$ cat config.mk
export PLATFORM = sky130hd
export DESIGN_NAME = pipe_stage_reg
export DESIGN_NICKNAME = d
export VERILOG_FILES = /design/src/rtl/pipe_pkg.sv /design/src/rtl/pipe_stage_reg.sv
export SDC_FILE = /design/constraint.sdc
export NUM_CORES = 1
export LEC_CHECK = 0
export CAP_MARGIN = 20
export CORE_ASPECT_RATIO = 1.75
export CORE_MARGIN = 10
export CORE_UTILIZATION = 52
export DETAILED_ROUTE_END_ITERATION = 8
export PLACE_DENSITY = 0.84
export SKIP_CTS_REPAIR_TIMING = 1
export SLEW_MARGIN = 25
export SYNTH_ARGS = -nofsm -noshare
export SYNTH_HDL_FRONTEND = slang
export SYNTH_SLANG_ARGS = --single-unit
$ cat constraint.sdc
create_clock -name clk -period 2.2 [get_ports clk]
set_input_delay 0.33 -clock clk [delete_from_list [all_inputs] [get_ports clk]]
set_output_delay 0.33 -clock clk [all_outputs]
set_load 0.03 [all_outputs]
$ cat src/rtl/pipe_pkg.sv
// Shared definitions for the pipeline inter-stage registers: holding-state
// encoding, the NOP control bundle and the per-stage control widths.
package pipe_pkg;

  // Holding state of a stage register: nothing, main entry, main + skid entry
  typedef enum logic [1:0] {
    ST_EMPTY = 2'd0,
    ST_ONE   = 2'd1,
    ST_TWO   = 2'd2
  } pipe_state_e;

  // Widest control bundle any stage uses; the NOP bundle is sliced from it
  localparam int MAX_CTRL_W = 64;
  localparam logic [MAX_CTRL_W-1:0] NOP_CTRL = {MAX_CTRL_W{1'b0}};

  // Control bundle widths used by the instantiating stages
  localparam int IFID_CTRL_W  = 4;
  localparam int IDEX_CTRL_W  = 16;
  localparam int EXMEM_CTRL_W = 8;
  localparam int MEMWB_CTRL_W = 4;

  // Number of entries held in a given state
  function automatic logic [1:0] state_occupancy(input pipe_state_e st);
    case (st)
      ST_EMPTY: return 2'd0;
      ST_ONE:   return 2'd1;
      ST_TWO:   return 2'd2;
      default:  return 2'd0;
    endcase
  endfunction

endpackage

$ cat src/rtl/pipe_stage_reg.sv
// Inter-stage pipeline register with valid/ready handshake, stall, flush and
// an optional 2-entry skid buffer that registers in_ready. Bubbles always
// carry an all-zero control bundle so downstream stages see a NOP.
module pipe_stage_reg
  import pipe_pkg::*;
#(
  parameter int CTRL_W = 8,
  parameter int DATA_W = 32,
  parameter int SKID   = 1
) (
  input  logic              clk,
  input  logic              reset,
  input  logic              flush,
  input  logic              in_valid,
  output logic              in_ready,
  input  logic [CTRL_W-1:0] in_ctrl,
  input  logic [DATA_W-1:0] in_data,
  output logic              out_valid,
  input  logic              out_ready,
  output logic [CTRL_W-1:0] out_ctrl,
  output logic [DATA_W-1:0] out_data,
  output logic [1:0]        occupancy
);

  localparam logic [CTRL_W-1:0] L_NOP = NOP_CTRL[CTRL_W-1:0];

  generate
    if (SKID != 0) begin : g_skid
      pipe_state_e       r_state;
      logic [CTRL_W-1:0] r_main_ctrl;
      logic [DATA_W-1:0] r_main_data;
      logic [CTRL_W-1:0] r_skid_ctrl;
      logic [DATA_W-1:0] r_skid_data;
      logic              r_in_ready;
      logic              r_out_valid;
      logic [1:0]        r_occ;

      // Holding FSM: main entry drives the outputs, skid catches the beat
      // accepted during the cycle a stall begins; all outputs registered.
      always_ff @(posedge clk) begin
        if (reset) begin
          r_state     <= ST_EMPTY;
          r_main_ctrl <= L_NOP;
          r_main_data <= {DATA_W{1'b0}};
          r_skid_ctrl <= L_NOP;
          r_skid_data <= {DATA_W{1'b0}};
          r_in_ready  <= 1'b1;
          r_out_valid <= 1'b0;
          r_occ       <= 2'd0;
        end else if (flush) begin
          // Data is left in place; only the control bundle becomes a NOP
          r_state     <= ST_EMPTY;
          r_main_ctrl <= L_NOP;
          r_in_ready  <= 1'b1;
          r_out_valid <= 1'b0;
          r_occ       <= 2'd0;
        end else begin
          case (r_state)
            ST_EMPTY: begin
              if (in_valid) begin
                r_main_ctrl <= in_ctrl;
                r_main_data <= in_data;
                r_state     <= ST_ONE;
                r_out_valid <= 1'b1;
                r_occ       <= state_occupancy(ST_ONE);
              end else begin
                r_state <= ST_EMPTY;
              end
            end
            ST_ONE: begin
              if (in_valid && out_ready) begin
                r_main_ctrl <= in_ctrl;
                r_main_data <= in_data;
                r_state     <= ST_ONE;
              end else if (in_valid) begin
                r_skid_ctrl <= in_ctrl;
                r_skid_data <= in_data;
                r_state     <= ST_TWO;
                r_in_ready  <= 1'b0;
                r_occ       <= state_occupancy(ST_TWO);
              end else if (out_ready) begin
                r_main_ctrl <= L_NOP;
                r_state     <= ST_EMPTY;
                r_out_valid <= 1'b0;
                r_occ       <= state_occupancy(ST_EMPTY);
              end else begin
                r_state <= ST_ONE;
              end
            end
            ST_TWO: begin
              if (out_ready) begin
                r_main_ctrl <= r_skid_ctrl;
                r_main_data <= r_skid_data;
                r_state     <= ST_ONE;
                r_in_ready  <= 1'b1;
                r_occ       <= state_occupancy(ST_ONE);
              end else begin
                r_state <= ST_TWO;
              end
            end
            default: begin
              r_state     <= ST_EMPTY;
              r_main_ctrl <= L_NOP;
              r_in_ready  <= 1'b1;
              r_out_valid <= 1'b0;
              r_occ       <= 2'd0;
            end
          endcase
        end
      end

      assign in_ready  = r_in_ready;
      assign out_valid = r_out_valid;
      assign out_ctrl  = r_main_ctrl;
      assign out_data  = r_main_data;
      assign occupancy = r_occ;
    end else begin : g_single
      logic              r_valid;
      logic [CTRL_W-1:0] r_ctrl;
      logic [DATA_W-1:0] r_data;
      logic              w_in_ready;

      // Single gate level from out_ready to in_ready
      assign w_in_ready = ~r_valid | out_ready;

      // Single-entry register: load on accept, empty when drained without refill
      always_ff @(posedge clk) begin
        if (reset) begin
          r_valid <= 1'b0;
          r_ctrl  <= L_NOP;
          r_data  <= {DATA_W{1'b0}};
        end else if (flush) begin
          r_valid <= 1'b0;
          r_ctrl  <= L_NOP;
        end else if (in_valid && w_in_ready) begin
          r_valid <= 1'b1;
          r_ctrl  <= in_ctrl;
          r_data  <= in_data;
        end else if (out_ready) begin
          r_valid <= 1'b0;
          r_ctrl  <= L_NOP;
        end else begin
          r_valid <= r_valid;
        end
      end

      assign in_ready  = w_in_ready;
      assign out_valid = r_valid;
      assign out_ctrl  = r_ctrl;
      assign out_data  = r_data;
      assign occupancy = {1'b0, r_valid};
    end
  endgenerate

endmodule

==> impl_results.md <==
- Placed wire-length estimate: 6470 um
- Clock buffer depth: 2
- Final layout net count: 533
- Clock sink count: 86
- Share of layout cells above drive strength 1: 7.35%
- Global placement routability congestion: 0.796
- Fin Hold WS: 0.359 ns
- Vias per cell: 5.45
- # IOs: 89
- Fin. max-slew vios: 0
- Inserted Clock Buffers: 9
- Setup total negative slack: 0 ns
- Mapped Cells: 402
- Gr ovfl total: 0
- PD cells: 794 mW/mm2
- Max-cap violation count: 0
- Crit path max fanout: 32
- Synth warnings: 0
- Worst hold stages: 2
- Final worst-path cycle share: 84.7%
- RSZ-0062 raised after global routing: no
- # setup viols final: 0
- Post-synth cell types: 29
- Hold_sp: reset
- GRT Resource Usage Total: 17.6%
- Initial antenna violation count: 0
- Leak: 1.91 nW
- Worst min path class: input pin to flop
- Worst setup SP type: input pin
- R2R Setup Slk: 0.45 ns
- Total Power: 3.82 mW
- Reg-to-reg endpoint: out_ctrl[1]
- Routed wire length: 9060 um
- CTS tree: done
- Router iterations before antenna repair: 5
- Worst clock skew: 0.00792 ns
- Min Tclk post-route: 1.86 ns
- Number of I/O port buffers: 88
- Via count: 3118
- Number of global-route vias before repair: 3065
- Largest net degree at the start of global routing: 36
- Iter 0 DRT Violations: 258
- WL per Instance: 15.8 um
- Root Buffer: clkbuf_16
- # diodes: 0
- H-tree lvl count: 3
- Slowest stage delay, CP: 0.56 ns
- Initial core utilization: 53.7%
- R2r worst-path depth: 4
- Filler cells: 521
- Die height: 129 um
- Seq cells post-synth: 86
- Hold Violations, Final: 0
- Fmax: 0.537 GHz
- Worst Setup End Kind: flop
- Worst EP arrival: 2.10 ns
- Clk slew on worst S/H paths: 0.06 ns
- Die area: 0.0106 mm2
- Core area: 0.00654 mm2
- Rows: 39
- Post-synthesis sequential area ratio: 49.0%
- Area delta synth->final: 36.9%
- Crit Path Category: input pin to flop
- Reg2reg start: g_skid.r_state[1]
- Syn_nets: 450
- Worst Hold Path EP: g_skid.r_skid_ctrl[0]
- Outcome: complete, no violations
- Clk_lat worst skew: 0.34 ns
- Mapped Area: 0.00351 mm2
- Die W: 82.1 um
- Worst-Margin Slew: 0.560 ns
- Global-route wire length before repair: 14600 um
- Syn avg cell area: 8.74 um2
- Worst Path Required: 2.44 ns
- Post-route ant nets: 0
- Max VDD drop: 621 uV
- CP max stage cell: clkdlybuf4s50_1
- Critical path, cell by cell: clkdlybuf4s50_1 > ha_1 > nand4bb_1 > o31ai_4 > buf_12 > nor2_1 > a211oi_1
- Slew Limit Headroom: 62.6%
- DRC errors left: 0
## kinds of logic after synthesis
kind of cell | count (synthesis) | synth area share (%)
adders and majority gates | 3 | 1.07
DFF | 86 | 49.0
and+or+nand+nor | 134 | 15.3
buffers and inverters | 36 | 4.88
AOI/OAI and AO/OA | 110 | 20.3
muxes | 33 | 9.40
## cell usage after synthesis (all sizes together)
| library cell | number | area share, % |
|---|---|---|
| o31ai | 1 | 0.61 |
| a211oi | 40 | 8.5 |
| nand2b | 3 | 0.53 |
| nand4bb | 1 | 0.32 |
| nand4 | 1 | 0.18 |
| o221ai | 1 | 0.43 |
| clkbuf | 19 | 2.0 |
| nand2 | 82 | 8.8 |
| nor3 | 1 | 0.14 |
| o211a | 1 | 0.28 |
| nor2 | 40 | 4.3 |
| inv | 5 | 0.53 |
| a22oi | 9 | 1.9 |
| or3 | 1 | 0.18 |
| mux2i | 33 | 9.4 |
| ha | 3 | 1.1 |
| o211ai | 1 | 0.21 |
| o311ai | 1 | 0.25 |
| buf | 12 | 2.3 |
| and2 | 1 | 0.18 |
| dfxtp | 86 | 49 |
| or2 | 1 | 0.18 |
| o21ai | 2 | 0.28 |
| a21oi | 53 | 7.5 |
| o21a | 1 | 0.21 |
| nor2b | 1 | 0.18 |
| nand3b | 2 | 0.43 |
## stage by stage
| stage | util (%) | instance area (um2) | std cells | setup WS [ns] |
|---|---|---|---|---|
| after floorplan | - | 3510 | 402 | 0.625 |
| after global placement | 68.6 | 4480 | 556 | 0.147 |
| after detailed placement | 68.6 | 4480 | 556 | 0.0110 |
| after CTS | 73.6 | 4810 | 572 | 0.363 |
| after global routing | 73.6 | 4810 | 572 | 0.236 |
| final | 73.6 | 4810 | 572 | 0.337 |
## layout make-up
type / instances / area (um2) / area share, %
clock buffer: 11 / 243 / 5.05
clock inverter: 5 / 82.6 / 1.72
inverter: 5 / 18.8 / 0.390
multi-input combinational: 280 / 1630 / 33.8
sequential: 86 / 1720 / 35.8
tap: 82 / 103 / 2.13
timing repair buffer: 103 / 1010 / 21.1
## registers in the layout, indices dropped and copies added (netlist names)
signal / cells
out_data: 32
out_ctrl: 8
g_skid.r_state: 2
in_ready: 1
g_skid.r_skid_ctrl: 8
occupancy: 2
out_valid: 1
g_skid.r_skid_data: 32
## power by group
part | switching [mW] | internal [mW]
clock network | 0.600 | 1.02
logic | 0.289 | 0.247
registers | 0.0385 | 1.62
total | 0.927 | 2.89
## critical path: cells and delay by family
family,cells,cell delay (ns)
compound gates,2,0.38
fa+ha+maj,1,0.34
buf+inv,2,0.78
simple gates,2,0.26
## worst max-delay path by stage
stage	end	from	cells after the start	slack (ns)
6_report	out_data[26]	out_ready	7	0.34
5_1_grt	out_data[26]	out_ready	7	0.24
4_1_cts	out_data[26]	out_ready	7	0.36
3_5_place_dp	out_data[26]	out_ready	7	0.01
3_3_place_gp	out_data[31]	out_ready	7	0.15
2_1_floorplan	out_ctrl[1]	out_ready	7	0.62
## cell usage in the layout, fill, tap and decap left out, drive strengths merged, types with 3 or more instances in the layout
cell           instances
clkinvlp               3
nand2                 82
nor2                  40
clkbuf                11
dfxtp                 86
a22oi                  9
ha                     3
inv                    5
a211oi                40
nand2b                 3
mux2i                 33
clkdlybuf4s50         87
buf                   16
a21oi                 53
## metal layers
layer  up-vias  wire length, um  GRT usage [%]
li1       1561                -              -
met1      1437             3410           17.6
met2        87             4750           30.7
met3        33              468           4.60
met4         0              425           11.4
met5         -                0              0
Power figures use the tool's default switching activity.
